--- src/rtl/fetch_unit_if.sv ---
// fetch_unit_if: in-order instruction memory request/response channel.
interface fetch_unit_if;
  logic        req_valid;
  logic        req_ready;
  logic [31:0] req_addr;
  logic        rsp_valid;
  logic [31:0] rsp_data;
  modport master(output req_valid, req_addr, input req_ready, rsp_valid, rsp_data);
  modport slave(input req_valid, req_addr, output req_ready, rsp_valid, rsp_data);
endinterface

--- src/rtl/fetch_unit.sv ---
// fetch_unit: instruction fetch with response buffer, redirect squashing and IF/ID register.
module fetch_unit #(
  parameter logic [31:0] RESET_PC  = 32'h0000_0000,
  parameter int          BUF_DEPTH = 2
) (
  input  logic          clk,
  input  logic          rst_n,
  input  logic          stall_f,
  input  logic          stall_d,
  input  logic          flush_d,
  input  logic          pc_src_e,
  input  logic [31:0]   pc_target_e,
  fetch_unit_if.master  imem,
  output logic [31:0]   instr_d,
  output logic [31:0]   pc_d,
  output logic [31:0]   pc_plus4_d,
  output logic          valid_d
);
  localparam int AW = $clog2(BUF_DEPTH);
  localparam logic [AW+1:0] DEPTH = (AW+2)'(BUF_DEPTH);
  localparam logic [AW:0] ONE = (AW+1)'(1);
  localparam logic [31:0] NOP = 32'h0000_0013;
  logic [31:0] pc_f;
  logic [AW:0] head, fill, tail, drop_cnt, count, unfilled;
  logic [31:0] buf_pc [BUF_DEPTH];
  logic [31:0] buf_instr [BUF_DEPTH];
  logic push, take, head_filled, bypass, load, pop;
  logic [31:0] next_pc, next_instr;
  // head..fill are filled entries, fill..tail await their response
  assign count       = tail - head;
  assign unfilled    = tail - fill;
  assign imem.req_valid = rst_n && !stall_f && !pc_src_e && ({1'b0, count} + {1'b0, drop_cnt} < DEPTH);
  assign imem.req_addr  = pc_f;
  assign push        = imem.req_valid && imem.req_ready;
  assign take        = imem.rsp_valid && drop_cnt == '0 && !pc_src_e;
  assign head_filled = head != fill;
  assign bypass      = !head_filled && take;
  assign load        = !stall_d && !flush_d;
  assign pop         = load && !pc_src_e && (head_filled || bypass);
  assign next_pc     = buf_pc[head[AW-1:0]];
  assign next_instr  = head_filled ? buf_instr[head[AW-1:0]] : imem.rsp_data;
  always_ff @(posedge clk or negedge rst_n) begin
    if (!rst_n) begin
      pc_f     <= RESET_PC;
      head     <= '0;
      fill     <= '0;
      tail     <= '0;
      drop_cnt <= '0;
    end else if (pc_src_e) begin
      pc_f     <= pc_target_e;
      head     <= '0;
      fill     <= '0;
      tail     <= '0;
      drop_cnt <= drop_cnt + unfilled - (AW+1)'(imem.rsp_valid);
    end else begin
      if (push) begin
        tail <= tail + ONE;
        pc_f <= pc_f + 32'd4;
      end
      if (imem.rsp_valid && drop_cnt != '0) drop_cnt <= drop_cnt - ONE;
      if (take) fill <= fill + ONE;
      if (pop) head <= head + ONE;
    end
  end
  always_ff @(posedge clk) begin
    if (push) buf_pc[tail[AW-1:0]] <= pc_f;
    if (take) buf_instr[fill[AW-1:0]] <= imem.rsp_data;
  end
  always_ff @(posedge clk or negedge rst_n) begin
    if (!rst_n) begin
      instr_d    <= NOP;
      pc_d       <= '0;
      pc_plus4_d <= 32'd4;
      valid_d    <= 1'b0;
    end else if (pop) begin
      instr_d    <= next_instr;
      pc_d       <= next_pc;
      pc_plus4_d <= next_pc + 32'd4;
      valid_d    <= 1'b1;
    end else if (flush_d || load) begin
      instr_d <= NOP;
      valid_d <= 1'b0;
    end
  end
endmodule
--- src/flat_wrapper.sv ---
// flat-port wrapper written by rule: the top's interface ports become plain ports
module fetch_unit_flat 
#(
  parameter logic [31:0] RESET_PC  = 32'h0000_0000,
  parameter int          BUF_DEPTH = 2
)
  (clk, rst_n, stall_f, stall_d, flush_d, pc_src_e, pc_target_e, instr_d, pc_d, pc_plus4_d, valid_d, imem_req_valid, imem_req_addr, imem_req_ready, imem_rsp_valid, imem_rsp_data);
  fetch_unit_if imem_i ();
  input  logic clk;
  input  logic rst_n;
  input  logic stall_f;
  input  logic stall_d;
  input  logic flush_d;
  input  logic pc_src_e;
  input  logic [31:0] pc_target_e;
  output logic [31:0] instr_d;
  output logic [31:0] pc_d;
  output logic [31:0] pc_plus4_d;
  output logic valid_d;
  output wire logic [$bits(imem_i.req_valid)-1:0] imem_req_valid;
  output wire logic [$bits(imem_i.req_addr)-1:0] imem_req_addr;
  input wire logic [$bits(imem_i.req_ready)-1:0] imem_req_ready;
  input wire logic [$bits(imem_i.rsp_valid)-1:0] imem_rsp_valid;
  input wire logic [$bits(imem_i.rsp_data)-1:0] imem_rsp_data;
  assign imem_req_valid = imem_i.req_valid;
  assign imem_req_addr = imem_i.req_addr;
  assign imem_i.req_ready = imem_req_ready;
  assign imem_i.rsp_valid = imem_rsp_valid;
  assign imem_i.rsp_data = imem_rsp_data;
  fetch_unit #(.RESET_PC(RESET_PC), .BUF_DEPTH(BUF_DEPTH)) u_core (.clk(clk), .rst_n(rst_n), .stall_f(stall_f), .stall_d(stall_d), .flush_d(flush_d), .pc_src_e(pc_src_e), .pc_target_e(pc_target_e), .imem(imem_i), .instr_d(instr_d), .pc_d(pc_d), .pc_plus4_d(pc_plus4_d), .valid_d(valid_d));
endmodule
--- config.mk ---
export PLATFORM = sky130hd
export DESIGN_NAME = fetch_unit_flat
export DESIGN_NICKNAME = d
export VERILOG_FILES = /design/src/rtl/fetch_unit_if.sv /design/src/rtl/fetch_unit.sv /design/src/flat_wrapper.sv
export SDC_FILE = /design/constraint.sdc
export NUM_CORES = 1
export LEC_CHECK = 0
export ABC_AREA = 1
export BUFFER_PORTS_ARGS = -buffer_cell sky130_fd_sc_hd__buf_2
export CORE_MARGIN = 10
export CORE_UTILIZATION = 50
export DETAILED_ROUTE_END_ITERATION = 7
export GPL_ROUTABILITY_DRIVEN = 1
export PLACE_DENSITY_LB_ADDON = 0.2
export SLEW_MARGIN = 20
export SYNTH_ARGS = -nofsm -noshare
export SYNTH_HDL_FRONTEND = slang
export SYNTH_SLANG_ARGS = --single-unit
--- constraint.sdc ---
create_clock -name clk -period 5.2 [get_ports clk]
set_clock_uncertainty 0.2 [all_clocks]
set_input_delay 0.26 -clock clk [delete_from_list [all_inputs] [get_ports clk]]
set_output_delay 0.26 -clock clk [all_outputs]
set_load 0.01 [all_outputs]
## Word level (Yosys, flattened, before mapping)

Memory sizes are Yosys's and may differ from the RTL's.
Index checks and enable logic that the tools add are counted.

- Register bits: 137
- RAM bits: 128
- Input port bits: 72
- Output and inout bits: 130
- Memories: 2

Memory list:

| name | depth | bits a word | rd ports | clocked after memory_dff | wr ports | RTL line | RTL |
|---|---|---|---|---|---|---|---|
| u_core.buf_instr | 2 | 32 | 1 | 0 | 1 | fetch_unit.sv:26 | `logic [31:0] buf_instr [BUF_DEPTH];` |
| u_core.buf_pc | 2 | 32 | 1 | 0 | 1 | fetch_unit.sv:25 | `logic [31:0] buf_pc [BUF_DEPTH];` |

- Add/sub/neg operators: 11
- $lt $le $gt $ge: 1
- Equality and inequality tests: 1
- Multiplexer cells: 19
- Reduce and logical (&&, ||, !) cells: 25

Operator list:

| kind | number |
|---|---|
| 32-bit two-way mux | 5 |
| 32-bit by 3-bit adder with 32-bit output, second input constant | 2 |
| 2-bit two-way mux | 8 |
| 2-bit nonzero test | 6 |
| 1-bit logical AND | 11 |
| 2-bit by 1-bit adder with 2-bit output, second input constant | 3 |
| 1-bit two-way mux | 6 |
| 1-bit zero test | 5 |
| 2-bit subtractor | 2 |
| 2-bit by 2-bit adder with 3-bit output | 1 |
| 3-bit by 2-bit < comparator with 1-bit output, second input constant | 1 |
| 2-bit adder | 1 |
| 2-bit zero test | 1 |
| 1-bit logical OR | 2 |
| 2-bit inequality test | 1 |
| 2-bit by 1-bit subtractor with 2-bit output | 1 |
| 2-bit by 1-bit subtractor with 2-bit output, second input constant | 1 |

## Logic depth before layout (Yosys ltp)

Gate-level depths: netlist (run 1).

- Word-level depth: 8
- Mapped depth: 14

## Worst setup path after synthesis (run 1)

No wires, ideal clock.

- Kind: reg2reg
- Start point: register u_core.head[0]
- End point: memory u_core.buf_pc[1][0], enable pin
- Setup time: 423 ps
- Arrival time: 3,509 ps
- Data required time: 4,577 ps
- Slack: 1,067 ps
- Cell stages (with the launch flop): 9
- Period minus slack after synthesis: 4,133 ps
- Cell sequence: dfrtp_1 ha_1 or2_2 fa_1 nand2_1 nor3_2 nand2_1 buf_2 nor2_1

- Longest elaborated chain between the ends: 7

RTL lines:

| element | RTL line | RTL |
|---|---|---|
| start, declared | fetch_unit.sv:24 | `logic [AW:0] head, fill, tail, drop_cnt, count, unfilled;` |
| start signal, assigned | fetch_unit.sv:62 | `if (pop) head <= head + ONE;` |
| 2-bit subtractor | fetch_unit.sv:30 | `assign count = tail - head;` |
| 2-bit by 2-bit adder with 3-bit output | fetch_unit.sv:32 | `assign imem.req_valid = rst_n && !stall_f && !pc_src_e && ({1'b0, count} + {1'b0, drop_cnt} < DEPTH);` |
| 3-bit by 2-bit < comparator with 1-bit output | fetch_unit.sv:32 |  |
| 1-bit logical AND | fetch_unit.sv:32 |  |
| net imem_req_valid | flat_wrapper.sv:20 | `output wire logic [$bits(imem_i.req_valid)-1:0] imem_req_valid;` |
| 1-bit logical AND | fetch_unit.sv:34 | `assign push = imem.req_valid && imem.req_ready;` |
| 1-bit two-way mux | fetch_unit.sv:66 | `if (push) buf_pc[tail[AW-1:0]] <= pc_f;` |
| 1-bit two-way mux (not written as such) | fetch_unit.sv:66 |  |
| end, declared | fetch_unit.sv:25 |  |

The timed path passes the listed nets, and every way through them passes these cells.

## Worst setup path after layout (run 1)

- Start point: register u_core.tail[0]
- End point: register u_core.pc_f[21], in the netlist u_core.imem.req_addr[21]

- Longest elaborated chain between the ends: 6

RTL lines:

| element | RTL line | RTL |
|---|---|---|
| start, declared | fetch_unit.sv:24 |  |
| start signal, assigned | fetch_unit.sv:57 | `tail <= tail + ONE;` |
| 2-bit subtractor | fetch_unit.sv:30 |  |
| 2-bit by 2-bit adder with 3-bit output | fetch_unit.sv:32 |  |
| 3-bit by 2-bit < comparator with 1-bit output | fetch_unit.sv:32 |  |
| 1-bit logical AND | fetch_unit.sv:32 |  |
| 1-bit logical AND | fetch_unit.sv:34 |  |
| 2-bit nonzero test (no line) | n/a |  |
| end signal, assigned | fetch_unit.sv:50 | `pc_f <= pc_target_e;` |
| end signal, assigned | fetch_unit.sv:58 | `pc_f <= pc_f + 32'd4;` |
| end, declared | fetch_unit.sv:23 | `logic [31:0] pc_f;` |

Every way passes these cells.
A chain may end at the register's enable or synchronous reset.

==> run_results.csv, run 1 <==
group,metric,value,unit
layout,final_common_cell,"nand2_1",
layout,fin_area,14600,um2
critical_path,crit_chain,"inv_1, ha_1, or2_2, fa_1, nand2_1, nor3_2, nand2_1, nand2_2, inv_2, nand2_1, nand2_1, o21bai_1",
global_route,met3_usage,4.23,%
clock_tree,h-tree-depth,1,
routing,wl_per_cell,16.9,um
global_route,grtUsageTotal,20.1,%
critical_path,crit_required,5.38,ns
clock_tree,clock_latency,0.53,ns
synth,synth_edf_count,128,
die,rows,56,
pwr,vdd_drop_max,0.217,mV
timing,worst_hold_slack,0.0660,ns
placement,placed_area,13000,um2
timing,max_slew_margin,30.7,%
critical_path,crit_slowest_cell,"nand2_1",
clock_tree,cts_setup_buffers,0,
die,fp.coreArea,23300,um2
global_route,busiest_layer,"met2",
timing,fin_crit,3.61,ns
critical_path,worstReg2RegStart,"u_core.tail[0]",
die,initial_core_util,50.6,%
clock_tree,cts_buffer_depth,3,
die,pin_count,202,
flow_run,max_cap_violations,0,
global_route,use_met1,28.1,%
layout,area_delta_synth_final,23.7,%
synth,synth_seq_area_share,61.2,%
layout,nets,1572,
synth,synth_area,11800,um2
die,die_h,174,um
critical_path,critPathArrivalTime,3.80,ns
timing,timing.fmax,277,MHz
timing,period_share,69.5,%
synth,ys.flop_type,"dfrtp_1",
routing,drt_pre_antenna_iters,5,
critical_path,crit_type,"reg -> reg",
layout,n_fill_cell,1976,
routing,num_vias,9493,
clock_tree,cts_tree,"yes",
critical_path,critPathMaxFanout,21,
timing,final_max_slew_viol_count,0,
routing,drcViolationCount,0,
synth,syn_area_per_cell,9.54,um2
routing,totalWireLength,31000,um
critical_path,r2r_slack,1.59,ns
global_route,grt_max_degree,75,
synth,syn_inst,1238,
timing,rsz0062_at_grt,"false",
die,die_w,174,um
critical_path,ff2ff_path_depth,12,
synth,ys_ff_latch,263,
synth,ys_types,40,
clock_tree,post_cts_resized,0,
layout,fin_util,62.7,%
pwr,power_leakage,6.38,nW
synth,async_flop_share,51.3,%
critical_path,critPathMaxStageDelay,0.49,ns
global_route,met2_usage,31.5,%
global_route,antenna_found_initial,0,
critical_path,cp-end-kind,"flop",
timing,setup_viol,0,
hold_path,hp-class,"in -> async",
clock_tree,cts.clk_slew.worst_paths,0.06,ns
placement,io_buffers,201,
layout,drive_gt1_share,19.6,%
placement,hpwl,20500,um
routing,drt_iter0_drc,823,
routing,viasPerCell,5.18,
clock_tree,ctsRootBufferMaster,"clkbuf_16",
pwr,p_per_area,424,nW/um2
critical_path,worstReg2RegEnd,"u_core.imem.req_addr[21]",
run_status,run_status,"finished clean",
layout,layout_common_cells,"358 x nand2_1, 200 x buf_2, 159 x nor2_1",
global_route,overflow,0,
critical_path,cp_common_cell,"nand2_1",
synth,yosysWarnings,0,
clock_tree,cts.sinks,263,
global_route,grt_pass1_vias,9391,
die,die_area,30200,um2
pwr,finalPower,6.20,mW
critical_path,start_kind,"flop",
clock_tree,cts_inserted_buffers,28,
placement,gp_congestion,0.935,
timing,tightest_slew,1.04,ns
layout,n_antenna_cell,0,
synth,synthesis.nets,1318,
timing,hold_viol,0,
global_route,grt_pass1_wl,50400,um
timing,tns,0,ns
routing,ant_nets,0,
clock_tree,hold_buffers,67,
metal layers:
metal	up-vias	wire [um]	share of wire, %
met5	-	0	0
met3	46	2100	6.8
met2	313	13900	45
met1	4479	14400	46
li1	4655	-	-
met4	0	556	1.8
through the flow:
step           cells  setup WS (ns)
6_report        1833           1.59
4_1_cts         1833           1.62
5_1_grt         1833           1.39
2_1_floorplan   1238           1.07
3_5_place_dp    1714           1.62
3_3_place_gp    1714           1.66
power by group:
| group | total (mW) | leakage (nW) | switching, mW | internal [mW] |
|---|---|---|---|---|
| clock network | 1.92 | 0.430 | 0.802 | 1.12 |
| registers | 2.78 | 2.85 | 0.241 | 2.54 |
| logic | 1.50 | 3.10 | 0.930 | 0.569 |
worst max-delay path by stage:
stage,startpoint,to,depth (start not counted)
after floorplan,u_core.head[0],u_core.buf_pc[1][0],8
after global placement,u_core.tail[0],u_core.imem.req_addr[30],12
after detailed placement,u_core.tail[0],u_core.imem.req_addr[21],12
after CTS,u_core.tail[0],u_core.imem.req_addr[21],12
after global routing,u_core.tail[0],u_core.imem.req_addr[21],12
final,u_core.tail[0],u_core.imem.req_addr[21],12
sequential cells by signal (all words and copies together) (netlist names):
register              count
u_core.instr_d           32
u_core.pc_plus4_d        32
u_core.drop_cnt           2
u_core.head               2
u_core.buf_instr         64
u_core.pc_d              30
u_core.buf_pc            64
u_core.tail               2
u_core.fill               2
u_core.imem.req_addr     32
u_core.valid_d            1
worst max-delay path, delay by kind of cell (launching register included):
kind	cells	cell delay (ns)
AND/OR/NAND/NOR	7	1.62
AO/OA/AOI/OAI	1	0.14
flip-flops	1	0.39
adder cells (fa/ha/maj)	2	0.73
buffers and inverters	2	0.38
logic make-up (layout without fill, tap and decap cells):
logic type | Yosys count | in the layout | synth area share [%]
xor gates and xnor gates | 27 | 27 | 2.00
DFF | 263 | 263 | 61.2
adders and majority gates | 8 | 8 | 1.04
and+or+nand+nor | 644 | 644 | 22.8
AOI/OAI and AO/OA | 180 | 180 | 8.56
buffers and inverters | 116 | 392 | 4.44
cells in the mapped netlist, types with 7 or more instances:
cell	count	area, um2
xor2_1	21	184
nand3_1	63	315
a21oi_1	7	35.0
nor2_4	7	78.8
buf_4	8	60.1
clkbuf_1	22	82.6
nand2_2	7	43.8
o21ai_0	126	631
edfxtp_1	128	3840
o21bai_1	9	67.6
inv_1	57	214
nor3_1	12	60.1
nand4_1	16	100
nand2_1	359	1350
dfrtp_1	131	3280
nor2_1	164	616
buf_2	17	85.1
a31oi_1	15	93.8
o211ai_1	12	90.1
area by class of cell:
cell class | count | area (um2) | share of cell area, %
flip-flops and latches | 263 | 7230 | 49.4
multi-input cells | 859 | 4090 | 28.0
repair buffers | 277 | 1760 | 12.0
clock buffers | 36 | 792 | 5.42
well taps | 319 | 399 | 2.73
inverters | 63 | 236 | 1.62
clock inverters | 16 | 110 | 0.753
Note: power is estimated with default switching activity, not from simulation.
==> inputs of run 2 (changes only) <==
clock period = 3.5 ns   (was 5.2 ns; I/O delays follow)
==> run_results.csv, run 2 (synthesis results as in run 1) <==
group,metric,value,unit
routing,num_vias,9580,
routing,drcViolationCount,0,
placement,dp_slack,0.207,ns
pwr,power_leakage,6.47,nW
layout,layout.cells.non_filler,1849,
timing,rsz0062_at_grt,"false",
critical_path,critPathMaxFanout,16,
die,fp.coreArea,23300,um2
clock_tree,cts.clk_slew.worst_paths,0.06,ns
timing,final_max_slew_viol_count,0,
routing,viasPerCell,5.18,
timing,hold_viol,0,
die,die_w,174,um
clock_tree,cts_buffer_depth,3,
clock_tree,cts_tree,"yes",
global_route,antenna_found_initial,0,
clock_tree,clock_latency,0.54,ns
layout,area_delta_synth_final,25.4,%
global_route,overflow,0,
die,initial_core_util,50.6,%
critical_path,cp-end-kind,"flop",
global_route,grt_pass1_vias,9792,
global_route,grtUsageTotal,20.6,%
clock_tree,cts_inserted_buffers,28,
placement,hpwl,21100,um
clock_tree,h-tree-depth,1,
clock_tree,ctsRootBufferMaster,"clkbuf_16",
die,pin_count,202,
layout,final_common_cell,"nand2_1",
timing,setup_viol,0,
routing,wl_per_cell,17.1,um
routing,ant_nets,0,
placement,io_buffers,201,
die,die_area,30200,um2
routing,drt_pre_antenna_iters,4,
timing,period_share,93.7,%
timing,tns,0,ns
die,die_h,174,um
pwr,p_per_area,625,nW/um2
placement,dp.cells,1721,
critical_path,crit_required,3.75,ns
placement,gp_congestion,0.939,
pwr,vdd_drop_max,0.374,mV
timing,timing.fmax,305,MHz
layout,nets,1589,
timing,setup_ws,0.221,ns
critical_path,crit_type,"reg -> reg",
die,rows,56,
routing,drt_iter0_drc,710,
routing,totalWireLength,31600,um
critical_path,start_kind,"flop",
flow_run,max_cap_violations,0,
timing,fin_crit,3.28,ns
timing,tightest_slew,1.00,ns
clock_tree,cts.sinks,263,
layout,n_antenna_cell,0,
layout,layout_common_cells,"358 x nand2_1, 200 x buf_2, 159 x nor2_1",
critical_path,critPathArrivalTime,3.53,ns
global_route,grt_max_degree,87,
timing,max_slew_margin,33.1,%
hold_path,hp-class,"in -> async",
global_route,grt_pass1_wl,51700,um
layout,n_fill_cell,1990,
run_status,run_status,"finished clean",
layout,drive_gt1_share,19.5,%
-- run 2: changes by cell type in the layout (fill, tap and decap cells not counted) --
cell,delta
bufinv_16,+1
buf_12,+4
clkinvlp_4,-5
clkinv_1,+4
nand2_2,-1
clkinv_2,+1
dlygate4sd3_1,+10
nand2_4,+1
clkbuf_8,-2
buf_4,+3
-- run 2: worst max-delay path: stages (launching register included) --
cell and delay (ns):
dfrtp_1 0.39, inv_1 0.16, ha_1 0.25, or2_2 0.30
fa_1 0.48, nand2_1 0.06, nor3_2 0.18, nand2_1 0.31
inv_1 0.53, nand3b_1 0.14, a31oi_1 0.18
-- run 2: per-stage QoR --
step                hold WS [ns]  util (%)  instance area (um2)  total power, mW
floorplan                 -0.321         -                11800             5.47
global placement         -0.0822      56.3                13100             6.35
detailed placement       -0.0790      56.3                13100             6.40
CTS                      0.00389      63.5                14800             9.33
global route              0.0607      63.5                14800             9.80
finish                    0.0118      63.5                14800             9.25
-- run 2: layout make-up --
| type | count | area, um2 | share of cell area [%] |
|---|---|---|---|
| Multi-Input combinational cell | 859 | 4100 | 27.7 |
| Clock inverter | 17 | 123 | 0.828 |
| Clock buffer | 34 | 764 | 5.16 |
| Timing Repair Buffer | 294 | 1960 | 13.3 |
| Inverter | 63 | 236 | 1.60 |
| Sequential cell | 263 | 7230 | 48.8 |
| Tap cell | 319 | 399 | 2.69 |
-- run 2: worst paths after layout --
path	from	end	slack [ns]	cells past startpoint
hold reg to reg	u_core.pc_plus4_d[4]	u_core.pc_plus4_d[4]	0.27	2
hold / removal	rst_n	u_core.imem.req_addr[4]	0.01	3
setup / recovery	u_core.tail[0]	u_core.imem.req_addr[10]	0.22	10
setup reg to reg	u_core.tail[0]	u_core.imem.req_addr[10]	0.22	10
min in group clk	pc_src_e	u_core.imem.req_addr[17]	0.03	3
max in group asynchronous	rst_n	u_core.head[0]	2.30	3
-- run 2: repair_timing --
action,4_1_cts,5_1_grt
hold buffers,77,0
resized for setup,0,1
endpoints found under the setup margin,0,1
buffers inserted,0,0
endpoints found under the hold margin,212,0
-- run 2: report_power, final --
part	switching, mW	leakage [nW]	internal [mW]
logic	1.39	3.18	0.870
registers	0.364	2.85	3.77
clock network	1.17	0.439	1.68
-- run 2: layer usage --
| metal | share of wire, % | vias up | track usage (%) | wire length (um) |
|---|---|---|---|---|
| met5 | 0 | - | 0 | 0 |
| met4 | 2.0 | 0 | 5.77 | 635 |
| met3 | 7.4 | 44 | 4.90 | 2320 |
| met2 | 44 | 302 | 32.5 | 14000 |
| met1 | 46 | 4561 | 28.0 | 14600 |
| li1 | - | 4673 | - | - |
==> inputs of run 3 (changes only) <==
ABC_AREA = default   (was 1)
==> run_results.csv, run 3 <==
group,metric,value,unit
critical_path,crit_chain,"ha_1, xor2_1, xnor2_1, fa_1, nand4b_1, nor3_4, nand2_1, nor3b_1, a221o_1, dlygate4sd3_1",
die,initial_core_util,51.0,%
critical_path,crit_type,"reg -> reg",
timing,final_max_slew_viol_count,0,
synth,synth_top_area_share,33.2,%
global_route,grt_pass1_vias,8429,
critical_path,crit_required,3.77,ns
synth,async_flop_share,51.3,%
layout,nets,1345,
pwr,switching_share,30.4,%
pwr,finalPower,9.34,mW
pwr,p_clk_share,31.3,%
clock_tree,cts.clk_slew.worst_paths,0.07,ns
synth,syn_inst,985,
synth,yosysWarnings,0,
timing,rsz0062_at_grt,"false",
clock_tree,ctsRootBufferMaster,"clkbuf_16",
pwr,p_per_area,636,nW/um2
clock_tree,cts_buffer_depth,3,
pwr,intPower,6.50,mW
critical_path,start_kind,"flop",
hold_path,hp-class,"in -> reg",
critical_path,cp-startpoint,"u_core.head[0]",
synth,synth_most_common_cell,"nand2_1",
placement,gp_congestion,0.864,
synth,ys_types,64,
timing,setup_viol,0,
critical_path,worstReg2RegStart,"u_core.head[0]",
die,fp.coreArea,22700,um2
layout,final_common_cell,"buf_2",
clock_tree,cts_inserted_buffers,27,
timing,period_share,95.4,%
routing,drt_iter0_drc,743,
layout,fin_area,14700,um2
die,pin_count,202,
layout,register_area,7230,um2
routing,wl_per_cell,19.1,um
die,die_h,172,um
synth,synth_top_area_cell,"edfxtp_1",
clock_tree,cts.sinks,263,
synth,ys_ff_latch,263,
synth,ys.flop_type,"dfrtp_1",
die,die_area,29600,um2
timing,hold_viol,0,
routing,viasPerCell,5.62,
routing,ant_nets,0,
global_route,grtUsageTotal,19.8,%
global_route,antenna_found_initial,0,
placement,placed_area,13000,um2
global_route,grt_max_degree,83,
critical_path,critPathMaxStageDelay,0.54,ns
placement,hpwl,20700,um
critical_path,worstReg2RegEnd,"u_core.imem.req_addr[11]",
timing,timing.fmax,300,MHz
critical_path,critPathMaxFanout,5,
die,die_w,172,um
routing,drcViolationCount,0,
pwr,vdd_drop_max,0.342,mV
pwr,power_leakage,5.98,nW
synth,synth_edf_count,128,
clock_tree,cts_tree,"yes",
critical_path,cp-end-kind,"flop",
placement,io_buffers,201,
synth,syn_area_per_cell,11.8,um2
routing,num_vias,8828,
flow_run,max_cap_violations,0,
timing,tightest_slew,0.933,ns
pwr,switching_power,2.84,mW
routing,drt_pre_antenna_iters,4,
run_status,run_status,"finished clean",
layout,multiInputGateArea,4090,um2
synth,synth_area,11600,um2
pwr,power_frac_seq,44.2,%
clock_tree,h-tree-depth,1,
layout,drive_gt1_share,22.7,%
die,rows,55,
critical_path,r2r_slack,0.16,ns
synth,synth_seq_area_share,62.4,%
routing,totalWireLength,30000,um
critical_path,critPathArrivalTime,3.61,ns
pwr,combPwrFrac,24.5,%
global_route,grt_pass1_wl,46900,um
layout,area_delta_synth_final,26.9,%
layout,layout_common_cells,"200 x buf_2, 177 x nand2_1, 130 x dfrtp_1",
layout,n_fill_cell,1765,
synth,synthesis.nets,1065,
timing,fin_crit,3.34,ns
synth,synthTopCellsByCount,"177 x nand2_1, 131 x dfrtp_1, 128 x edfxtp_1, 119 x o21ai_0, 63 x mux2i_1",
layout,n_antenna_cell,0,
critical_path,crit_slowest_cell,"dlygate4sd3_1",
critical_path,ff2ff_path_depth,10,
global_route,overflow,0,
clock_tree,clock_latency,0.53,ns
critical_path,setup.worst_path.end,"u_core.imem.req_addr[11]",
synth,synth_area_leaders,"edfxtp_1 33%, dfrtp_1 28%, nand2_1 5.7%",
timing,max_slew_margin,36.0,%
## run 3: cell count changes in the layout (fill, tap and decap cells not counted), sizes merged, moves of 9 or more
cell    change
a31oi       -9
buf        +10
mux2i      +63
nand2     -189
o21ai       -9
o311ai     +11
nand3      -33
xnor2      +14
nor2      -149
nor4       +10
o21bai      -9
inv        -49
## run 3: cells by family after synthesis
| kind of cell | Yosys count | synth area share (%) |
|---|---|---|
| mux | 67 | 5.84 |
| fa+ha+maj | 8 | 1.06 |
| compound gates | 218 | 12.0 |
| flops | 263 | 62.4 |
| xor+xnor | 33 | 2.50 |
| simple gates | 328 | 13.5 |
| buf+inv | 68 | 2.66 |
## run 3: worst min path at each step
stage             from                        to  slack [ns]  depth (start not counted)
2_1_floorplan    rst_n        u_core.drop_cnt[0]       -0.32                          0
3_3_place_gp     rst_n   u_core.imem.req_addr[1]       -0.18                          1
3_5_place_dp     rst_n   u_core.imem.req_addr[1]       -0.18                          1
4_1_cts        stall_f  u_core.imem.req_addr[31]        0.05                          4
5_1_grt        stall_f  u_core.imem.req_addr[31]        0.13                          4
6_report       stall_f  u_core.imem.req_addr[31]        0.12                          4
## run 3: area by class of cell
type | instances | share of cell area, %
clock buffers | 37 | 5.06
clock inverters | 13 | 1.12
inverters | 14 | 0.358
multi-input cells | 654 | 27.8
flip-flops and latches | 263 | 49.2
well taps | 285 | 2.43
repair buffers | 305 | 14.0
## run 3: power by group through the flow
| stage | registers, mW | clock network (mW) | logic [mW] |
|---|---|---|---|
| final | 4.13 | 2.92 | 2.29 |
| after global routing | 4.19 | 3.12 | 2.57 |
| after CTS | 4.13 | 2.98 | 2.32 |
| after detailed placement | 4.18 | 0 | 2.24 |
| after global placement | 4.16 | 0 | 2.21 |
| after floorplan | 4.30 | 0 | 1.16 |
## run 3: worst max-delay path, delay by kind of cell, from the launching register on
family                     cells  cell delay [ns]
xor gates and xnor gates       2             0.31
DFF                            1             0.52
AOI/OAI and AO/OA              1             0.14
adders and majority gates      2             0.73
and+or+nand+nor                4             0.83
buffers and inverters          1             0.54
## run 3: stage by stage
step / hold WS, ns / setup slack, ns / util, % / instances / setup TNS (ns)
floorplan: -0.321 / -0.110 / - / 985 / -5.96
global placement: -0.179 / 0.347 / 57.2 / 1442 / 0
detailed placement: -0.176 / 0.241 / 57.2 / 1442 / 0
CTS: 0.0534 / 0.0500 / 64.6 / 1569 / 0
global route: 0.128 / 0.0000893 / 64.7 / 1571 / 0
finish: 0.117 / 0.161 / 64.7 / 1571 / 0
## run 3: what timing repair did
item,CTS,global route
resized for setup,0,2
setup buffers,0,2
setup endpoints to repair,0,4
hold buffers,77,0
hold endpoints to repair,266,0
## run 3: layer usage
metal | part of all wire [%] | wire length, um | track usage [%] | up-vias
li1 | - | - | - | 4188
met4 | 2.1 | 638 | 5.10 | 0
met2 | 43 | 13000 | 28.8 | 335
met3 | 7.8 | 2330 | 3.99 | 46
met1 | 47 | 14100 | 29.6 | 4259
met5 | 0 | 0 | 0 | -
